--- src/rtl/uart_rx_fifo_if.sv ---
// Receive-side bus of uart_rx_fifo: serial line in, FIFO read port and status out.
interface uart_rx_fifo_if #(
    parameter int DATA_BITS  = 8,
    parameter int FIFO_DEPTH = 4
);
    logic                          serial_in;
    logic                          data_read;
    logic [DATA_BITS-1:0]          rx_data;
    logic                          data_ready;
    logic [$clog2(FIFO_DEPTH):0]   fifo_count;
    logic                          overrun_error;
    logic                          framing_error;
    logic                          parity_error;

    modport slave (
        input  serial_in, data_read,
        output rx_data, data_ready, fifo_count,
               overrun_error, framing_error, parity_error
    );

    modport master (
        output serial_in, data_read,
        input  rx_data, data_ready, fifo_count,
               overrun_error, framing_error, parity_error
    );
endinterface

--- src/rtl/uart_rx_fifo.sv ---
// Serial receiver: start/bit timing/shift/stop in one FSM, good frames into a
// first-word-fall-through FIFO, with framing, parity and overrun reporting.
module uart_rx_fifo #(
    parameter int DATA_BITS    = 8,
    parameter int CLKS_PER_BIT = 10,
    parameter int PARITY_EN    = 0,
    parameter int PARITY_ODD   = 0,
    parameter int FIFO_DEPTH   = 4
) (
    input  logic           clk,
    input  logic           n_rst,
    uart_rx_fifo_if.slave  bus
);
    localparam int AW   = $clog2(FIFO_DEPTH);
    localparam int CNTW = AW + 1;
    localparam int CW   = $clog2(CLKS_PER_BIT + 1);
    localparam int BW   = $clog2(DATA_BITS);

    typedef enum logic [2:0] {IDLE, START, DATA, PARITY, STOP} state_t;

    state_t               state, state_nxt;
    logic                 sync1, sync2, line_prev;
    logic [CW-1:0]        cnt, cnt_nxt;
    logic [BW-1:0]        bit_idx, bit_idx_nxt;
    logic [DATA_BITS-1:0] shreg, shreg_nxt;
    logic                 par_bit, par_bit_nxt;
    logic                 clr_err, stop_sample, par_bad, frame_ok;

    logic [DATA_BITS-1:0] mem [FIFO_DEPTH];
    logic [AW-1:0]        wr_ptr, rd_ptr;
    logic [CNTW-1:0]      count;
    logic                 full, pop, push;
    logic                 ovr_q, frm_q, par_q;

    wire line = sync2;

    always_ff @(posedge clk or negedge n_rst) begin
        if (!n_rst) begin
            sync1     <= 1'b1;
            sync2     <= 1'b1;
            line_prev <= 1'b1;
            state     <= IDLE;
            cnt       <= '0;
            bit_idx   <= '0;
            shreg     <= '0;
            par_bit   <= 1'b0;
        end else begin
            sync1     <= bus.serial_in;
            sync2     <= sync1;
            line_prev <= sync2;
            state     <= state_nxt;
            cnt       <= cnt_nxt;
            bit_idx   <= bit_idx_nxt;
            shreg     <= shreg_nxt;
            par_bit   <= par_bit_nxt;
        end
    end

    // cnt counts cycles since the start edge (START) or since the last sample.
    always_comb begin
        state_nxt   = state;
        cnt_nxt     = cnt + CW'(1);
        bit_idx_nxt = bit_idx;
        shreg_nxt   = shreg;
        par_bit_nxt = par_bit;
        clr_err     = 1'b0;
        stop_sample = 1'b0;
        unique case (state)
            IDLE: begin
                cnt_nxt = '0;
                if (line_prev && !line) begin
                    cnt_nxt   = CW'(1);
                    state_nxt = START;
                end
            end
            START: begin
                if (cnt == CW'(CLKS_PER_BIT / 2)) begin
                    if (line) begin
                        state_nxt = IDLE;
                    end else begin
                        clr_err     = 1'b1;
                        cnt_nxt     = CW'(1);
                        bit_idx_nxt = '0;
                        state_nxt   = DATA;
                    end
                end
            end
            DATA: begin
                if (cnt == CW'(CLKS_PER_BIT)) begin
                    cnt_nxt   = CW'(1);
                    shreg_nxt = {line, shreg[DATA_BITS-1:1]};
                    if (bit_idx == BW'(DATA_BITS - 1))
                        state_nxt = (PARITY_EN != 0) ? PARITY : STOP;
                    else
                        bit_idx_nxt = bit_idx + BW'(1);
                end
            end
            PARITY: begin
                if (cnt == CW'(CLKS_PER_BIT)) begin
                    cnt_nxt     = CW'(1);
                    par_bit_nxt = line;
                    state_nxt   = STOP;
                end
            end
            STOP: begin
                if (cnt == CW'(CLKS_PER_BIT)) begin
                    stop_sample = 1'b1;
                    state_nxt   = IDLE;
                end
            end
            default: state_nxt = IDLE;
        endcase
    end

    assign par_bad  = (PARITY_EN != 0) && (((^shreg) ^ par_bit) != (PARITY_ODD != 0));
    assign frame_ok = stop_sample && line && !par_bad;
    assign full     = (count == CNTW'(FIFO_DEPTH));
    assign pop      = bus.data_read && (count != '0);
    // A pop in the same cycle frees the slot a full FIFO would otherwise refuse.
    assign push     = frame_ok && (!full || pop);

    always_ff @(posedge clk) begin
        if (push)
            mem[wr_ptr] <= shreg;
    end

    always_ff @(posedge clk or negedge n_rst) begin
        if (!n_rst) begin
            wr_ptr <= '0;
            rd_ptr <= '0;
            count  <= '0;
            ovr_q  <= 1'b0;
            frm_q  <= 1'b0;
            par_q  <= 1'b0;
        end else begin
            if (push)
                wr_ptr <= wr_ptr + AW'(1);
            if (pop)
                rd_ptr <= rd_ptr + AW'(1);
            if (push && !pop)
                count <= count + CNTW'(1);
            else if (pop && !push)
                count <= count - CNTW'(1);

            if (frame_ok && full && !pop)
                ovr_q <= 1'b1;
            else if (pop)
                ovr_q <= 1'b0;

            if (clr_err) begin
                frm_q <= 1'b0;
                par_q <= 1'b0;
            end else if (stop_sample) begin
                if (!line)
                    frm_q <= 1'b1;
                if (par_bad)
                    par_q <= 1'b1;
            end
        end
    end

    assign bus.rx_data       = (count != '0) ? mem[rd_ptr] : '0;
    assign bus.data_ready    = (count != '0);
    assign bus.fifo_count    = count;
    assign bus.overrun_error = ovr_q;
    assign bus.framing_error = frm_q;
    assign bus.parity_error  = par_q;
endmodule

--- src/flat_wrapper.sv ---
// flat-port wrapper written by rule: the top's interface ports become plain ports
module uart_rx_fifo_flat 
#(
    parameter int DATA_BITS    = 8,
    parameter int CLKS_PER_BIT = 10,
    parameter int PARITY_EN    = 0,
    parameter int PARITY_ODD   = 0,
    parameter int FIFO_DEPTH   = 4
)
  (clk, n_rst, bus_serial_in, bus_data_read, bus_rx_data, bus_data_ready, bus_fifo_count, bus_overrun_error, bus_framing_error, bus_parity_error);
  uart_rx_fifo_if #(.DATA_BITS(DATA_BITS), .FIFO_DEPTH(FIFO_DEPTH)) bus_i ();
  input  logic clk;
  input  logic n_rst;
  input wire logic [$bits(bus_i.serial_in)-1:0] bus_serial_in;
  input wire logic [$bits(bus_i.data_read)-1:0] bus_data_read;
  output wire logic [$bits(bus_i.rx_data)-1:0] bus_rx_data;
  output wire logic [$bits(bus_i.data_ready)-1:0] bus_data_ready;
  output wire logic [$bits(bus_i.fifo_count)-1:0] bus_fifo_count;
  output wire logic [$bits(bus_i.overrun_error)-1:0] bus_overrun_error;
  output wire logic [$bits(bus_i.framing_error)-1:0] bus_framing_error;
  output wire logic [$bits(bus_i.parity_error)-1:0] bus_parity_error;
  assign bus_i.serial_in = bus_serial_in;
  assign bus_i.data_read = bus_data_read;
  assign bus_rx_data = bus_i.rx_data;
  assign bus_data_ready = bus_i.data_ready;
  assign bus_fifo_count = bus_i.fifo_count;
  assign bus_overrun_error = bus_i.overrun_error;
  assign bus_framing_error = bus_i.framing_error;
  assign bus_parity_error = bus_i.parity_error;
  uart_rx_fifo #(.DATA_BITS(DATA_BITS), .CLKS_PER_BIT(CLKS_PER_BIT), .PARITY_EN(PARITY_EN), .PARITY_ODD(PARITY_ODD), .FIFO_DEPTH(FIFO_DEPTH)) u_core (.clk(clk), .n_rst(n_rst), .bus(bus_i));
endmodule
--- config.mk ---
export PLATFORM = sky130hd
export DESIGN_NAME = uart_rx_fifo_flat
export DESIGN_NICKNAME = d
export VERILOG_FILES = /design/src/rtl/uart_rx_fifo_if.sv /design/src/rtl/uart_rx_fifo.sv /design/src/flat_wrapper.sv
export SDC_FILE = /design/constraint.sdc
export NUM_CORES = 1
export LEC_CHECK = 0
export ABC_AREA = 1
export BUFFER_PORTS_ARGS = -buffer_cell sky130_fd_sc_hd__buf_4
export CAP_MARGIN = 20
export CORE_MARGIN = 4
export CORE_UTILIZATION = 60
export DETAILED_ROUTE_END_ITERATION = 6
export PLACE_DENSITY = 0.79
export SYNTH_ARGS = -nofsm -noshare
export SYNTH_HDL_FRONTEND = slang
export SYNTH_SLANG_ARGS = --single-unit
--- constraint.sdc ---
create_clock -name clk -period 4.57 [get_ports clk]
set_input_delay 0.914 -clock clk [delete_from_list [all_inputs] [get_ports clk]]
set_output_delay 0.914 -clock clk [all_outputs]
set_load 0.01 [all_outputs]
Word level (Yosys, flattened, before mapping)

Memory sizes are Yosys's and may differ from the RTL's.
Index checks and enable logic that the tools add are counted.

Add/subtract/negate cells: 6
Multiply operators: 0
Div/mod/pow operators: 0
$lt $le $gt $ge: 0
Eq/ne operators: 17
Shift-type cells: 0
Multiplexer cells: 33
Bitwise operators: 0
Reductions and logical operators: 24

Operators with widths:

| operator                                                        | number |
|---|---|
| 3-bit two-way mux                                               | 12 |
| 3-bit one-hot mux with 5 select lines                           | 1 |
| 1-bit two-way mux                                               | 13 |
| 4-bit two-way mux                                               | 3 |
| 2-bit by 1-bit != test with 1-bit output, second input constant | 6 |
| 4-bit one-hot mux with 3 select lines                           | 1 |
| 3-bit == test, second input constant                            | 3 |
| 1-bit logical AND                                               | 8 |
| 8-bit two-way mux                                               | 1 |
| 2-bit nonzero test                                              | 4 |
| 3-bit by 1-bit adder with 3-bit output, second input constant   | 2 |
| 3-bit by 2-bit == test with 1-bit output, second input constant | 2 |
| 2-bit != test, second input constant                            | 3 |
| 3-bit one-hot mux with 2 select lines                           | 1 |
| 6-bit AND reduction                                             | 1 |
| 5-bit AND reduction                                             | 1 |
| 2-bit by 1-bit adder with 2-bit output, second input constant   | 2 |
| 4-bit by 1-bit adder with 4-bit output, second input constant   | 1 |
| 4-bit by 3-bit == test with 1-bit output, second input constant | 1 |
| 4-bit == test, second input constant                            | 1 |
| 1-bit logical NOT                                               | 4 |
| 2-bit AND reduction                                             | 2 |
| 3-bit by 1-bit == test with 1-bit output, second input constant | 1 |
| 3-bit logical NOT                                               | 1 |
| other kinds (5)                                                 | 5 |

Flip-flop bits (word level): 30
Latch bits: 0
RAM bits: 32
Bits in read-only memories: 0
Bits of input ports: 4
Output and inout port bits: 15
Word-level logic and storage cells: 93
Memories kept: 1

Memories:

| name       | words | bits a word | read ports | clocked after Yosys merged registers in | write ports | RTL line           | source |
|---|---|---|---|---|---|---|---|
| u_core.mem | 4     | 8           | 1          | 0                                       | 1           | uart_rx_fifo.sv:29 | `logic [DATA_BITS-1:0] mem [FIFO_DEPTH];` |

Logic depth before layout (Yosys ltp)

Word-level depth: 9
Gate-level depth with buffers: 12
Depth with buffers taken out: 12

Least setup slack after synthesis

OpenSTA, ideal clock, no wires.

Path kind: input to register
Start: in bus_data_read
End: reg u_core.count[2] (netlist: u_core.bus.fifo_count[2])
Arrival time: 2.151 ns
Data required time: 4.439 ns
Slack: 2.288 ns
Cell stages on the path: 10
Path buffers: 0
Cell sequence: nor2_1 nand3_1 nand2_2 inv_1 ha_1 inv_1 fa_1 a21oi_1 o21ai_0 xor2_1

Cells in the longest elaborated chain, start to end: 6
Elaborated cells on any way between the ends: 9

Ends and longest elaborated chain:

| element                             | RTL line            | source |
|---|---|---|
| start, declared                     | flat_wrapper.sv:15  | `input wire logic [$bits(bus_i.data_read)-1:0] bus_data_read;` |
| 1-bit logical AND *                 | uart_rx_fifo.sv:118 | `assign pop = bus.data_read && (count != '0);` |
| 1-bit logical OR *                  | uart_rx_fifo.sv:120 | `assign push = frame_ok && (!full \|\| pop);` |
| 1-bit logical AND *                 | uart_rx_fifo.sv:120 |  |
| named net u_core.push               | uart_rx_fifo.sv:32  | `logic full, pop, push;` |
| 1-bit logical NOT                   | uart_rx_fifo.sv:142 | `else if (pop && !push)` |
| 1-bit logical AND                   | uart_rx_fifo.sv:142 |  |
| 2-bit nonzero test (no source line) | --                  |  |
| end signal, assigned                | uart_rx_fifo.sv:141 | `count <= count + CNTW'(1);` |
| end signal, assigned                | uart_rx_fifo.sv:143 | `count <= count - CNTW'(1);` |
| end, declared                       | uart_rx_fifo.sv:31  | `logic [CNTW-1:0] count;` |

The timed path passes the listed nets; every way through them passes the cells marked *.
A chain may end at the register's enable or synchronous reset.

Worst setup path in the final report

Start: reg u_core.rd_ptr[0]
End: out bus_rx_data[7]

Cells in the longest elaborated chain, start to end: 2

Ends and longest elaborated chain:

| element                | RTL line            | source |
|---|---|---|
| start, declared        | uart_rx_fifo.sv:30  | `logic [AW-1:0] wr_ptr, rd_ptr;` |
| start signal, assigned | uart_rx_fifo.sv:139 | `rd_ptr <= rd_ptr + AW'(1);` |
| memory read 4 x 8 bit  | --                  |  |
| 8-bit two-way mux      | uart_rx_fifo.sv:162 | `assign bus.rx_data = (count != '0) ? mem[rd_ptr] : '0;` |
| end, declared          | flat_wrapper.sv:16  | `output wire logic [$bits(bus_i.rx_data)-1:0] bus_rx_data;` |

Every way passes these cells.

==> reports/results.ini <==
[finish]
area_delta_synth_final_pct = 12.4
drive_gt1_frac = 0.170
antennaDiodeCount = 0
layout.nets = 304

[run_status]
status = completed

[pwr]
powerDensity_mw_per_mm2 = 515
p_leak_nw = 1.35
vdd_drop_max_mv = 0.332

[die]
pin_count = 19
die_h_um = 75.9
core_area_mm2 = 0.00441
die-area_mm2 = 0.00576
die_w_um = 75.9
start_util = 0.627
row_count = 24

[setup_path]
r2r_end = u_core.bus.fifo_count[2]$_DFFE_PN0P_
r2r_cells = 12
worstPathMaxFanout = 18
rr_startpoint = u_core.cnt[0]$_DFF_PN0_
r2r_slack_ps = 2080
critPathCaptureType = primary output
cp_data_required_time_ps = 3660
crit_type = reg -> out
start_kind = flop
crit_arrival_ps = 1840

[routing]
met3_length_um = 264
via_per_inst = 5.39
wl_met2_mm = 2.48
first_iter_violations = 77
first_pass_iters = 5
final_antenna_net_count = 0
top_layer_used = met4
wl_mm = 4.92
drc_errors = 0
routedWlPerCell_um = 14.2
dr_total_vias = 1866
routedLengthMet1_mm = 2.10

[synthesis]
synthTopCellsByArea = edfxtp_1, dfrtp_1, nor2_1, nand2_1, ha_1
synthArstFlopShare = 0.484
synth_top_area_frac = 0.347
ys_ff_latch = 62
netlist-cell-type-count = 30
syn-num-nets = 282
netlist_area_mm2 = 0.00277
yosysSeqAreaShare = 0.620
synth_top_cell_by_area = edfxtp_1
synth_ff_type = edfxtp_1
synth_edf_count = 32
ys_warn_count = 0
avgSynthCellArea_um2 = 10.4
syn_inst = 267

[hold_path]
hold_path_depth = 0
hold-path-endpoint = u_core.line$_DFF_PN1_
hold_start = u_core.sync1$_DFF_PN1_
hold_path.class = reg -> reg

[sta]
finalCritPeriodShare = 0.604
holdWs_ps = 359
fin_crit_ps = 2760
rsz0062_at_grt = no
tightestPinTransition_ps = 745
finalSetupTns_ps = 0
finClkSkew_ps = 5.44
setup_viol = 0
relSlewSlack = 0.502
hold_viol = 0
fmax_mhz = 362
maxSlewViolCount = 0

[run]
maxCapViolations = 0

[global_route]
grt_usage = 0.191
antenna_found_initial = 0
globalRoute.totalOverflow = 0
grt_pass1_wl_mm = 8.68
grt_max_degree = 31
grt_pass1_vias = 1918

[clock_network]
clock_latency_ps = 330
cts_sinks = 62
root_buffer = clkbuf_8
clk_pin_slew_ps = 70
numCtsBuffers = 9
cts-hold-fix-buffers = 0
clk_path_buf_depth = 2
cts_resized = 0
h-tree-depth = 3
cts_setup_buffers = 0
cts_tree = done

[place]
io_buffers = 17
finalWeightedCongestion = 0.811
hpwl_mm = 3.28

[cells by family (layout without fill, tap and decap cells)]
family / after synthesis / after routing / share of synthesized area
DFF: 62 / 62 / 0.620
AOI/OAI and AO/OA: 43 / 43 / 0.0809
xor gates and xnor gates: 5 / 5 / 0.0158
and+or+nand+nor: 109 / 109 / 0.175
buffers and inverters: 36 / 63 / 0.0542
other: 1 / 1 / 0.00135
adders and majority gates: 11 / 11 / 0.0524
[critical path, stage by stage (launching register included)]
cell	delay (ps)
dfrtp_1	740
inv_2	260
o21ai_0	240
a21oi_1	110
buf_4	160
[per-layer routing]
layer | global-route usage | vias up
met3 | 0.0723 | 8
met4 | 0.0605 | 0
met2 | 0.312 | 50
met1 | 0.234 | 881
met5 | 0 | -
li1 | - | 927
[how the worst max path moves through the flow]
| stage | startpoint | slack (ps) | endpoint |
|---|---|---|---|
| after floorplan | bus_data_read | 2290 | u_core.bus.fifo_count[2]$_DFFE_PN0P_ |
| after CTS | u_core.rd_ptr[0]$_DFFE_PN0N_ | 1790 | bus_rx_data[7] |
| after global placement | bus_data_read | 2110 | u_core.bus.fifo_count[2]$_DFFE_PN0P_ |
| after detailed placement | bus_data_read | 2020 | u_core.bus.fifo_count[2]$_DFFE_PN0P_ |
| after global routing | u_core.rd_ptr[0]$_DFFE_PN0N_ | 1590 | bus_rx_data[5] |
| final | u_core.rd_ptr[0]$_DFFE_PN0N_ | 1810 | bus_rx_data[7] |
[Yosys cell counts (2+ instances only)]
| library cell | number |
|---|---|
| xor2_1 | 3 |
| o21ai_1 | 4 |
| a21oi_1 | 11 |
| ha_1 | 10 |
| dfstp_2 | 3 |
| inv_2 | 6 |
| dfrtp_1 | 27 |
| inv_1 | 24 |
| buf_2 | 3 |
| nand2_1 | 36 |
| o21ai_0 | 23 |
| xnor2_1 | 2 |
| a31oi_1 | 3 |
| nand3_1 | 12 |
| o21a_1 | 2 |
| nor3_1 | 3 |
| edfxtp_1 | 32 |
| nor2_1 | 46 |
| nand2_2 | 5 |
| nand4_1 | 2 |
[placed cells by master, fill, tap and decap left out]
cell	count
a21oi_1	11
nand2_2	5
nor2_2	1
dfstp_2	3
fa_1	1
xor2_1	3
dfrtp_1	27
nand2_1	36
nand4_1	2
nor2_4	1
bufinv_16	1
o21ai_0	23
nand3b_1	1
conb_1	1
nand3_4	1
edfxtp_1	32
clkinv_1	1
nand3_1	12
o21ai_1	4
clkinvlp_4	1
inv_1	24
clkinv_4	1
inv_2	6
buf_4	17
nor3_1	3
ha_1	10
nor3_4	1
o21a_1	2
nor2_1	46
clkbuf_8	9
clkinv_2	3
a31oi_1	3
xnor2_1	2
[registers in the layout, summed over array words and instances (netlist names)]
signal,count
u_core.mem,32
u_core.shreg,8
u_core.cnt,4
u_core.bit_idx,3
u_core.bus.fifo_count,3
u_core.state,3
u_core.rd_ptr,2
u_core.wr_ptr,2
u_core.bus.framing_error,1
u_core.bus.overrun_error,1
u_core.line,1
u_core.line_prev,1
u_core.sync1,1
[report_power, final]
group          internal (W)  total, W  switching (W)
combinational      0.000195  0.000443       0.000248
clock              0.000248  0.000460       0.000212
sequential         0.000622  0.000701      0.0000787
total               0.00106   0.00160       0.000539
[metrics by stage]
stage / setup WS (ps) / area, um^2 / power [W] / std cells / utilization
after floorplan: 2290 / 2770 / 0.000980 / 267 / -
after global placement: 2110 / 2920 / 0.00114 / 330 / 0.662
final: 1810 / 3110 / 0.00160 / 346 / 0.705
after detailed placement: 2020 / 2920 / 0.00115 / 330 / 0.662
after CTS: 1790 / 3110 / 0.00161 / 346 / 0.705
after global routing: 1590 / 3110 / 0.00171 / 346 / 0.705
[final cells by class]
cell class / instances / area, um^2
fillers: 317 / 1300
clock inverters: 7 / 65.1
flip-flops and latches: 62 / 1720
repair buffers: 17 / 128
inverters: 30 / 113
well taps: 52 / 65.1
clock buffers: 9 / 124
multi-input cells: 169 / 902
No activity file was read; power rests on OpenSTA's default activity.
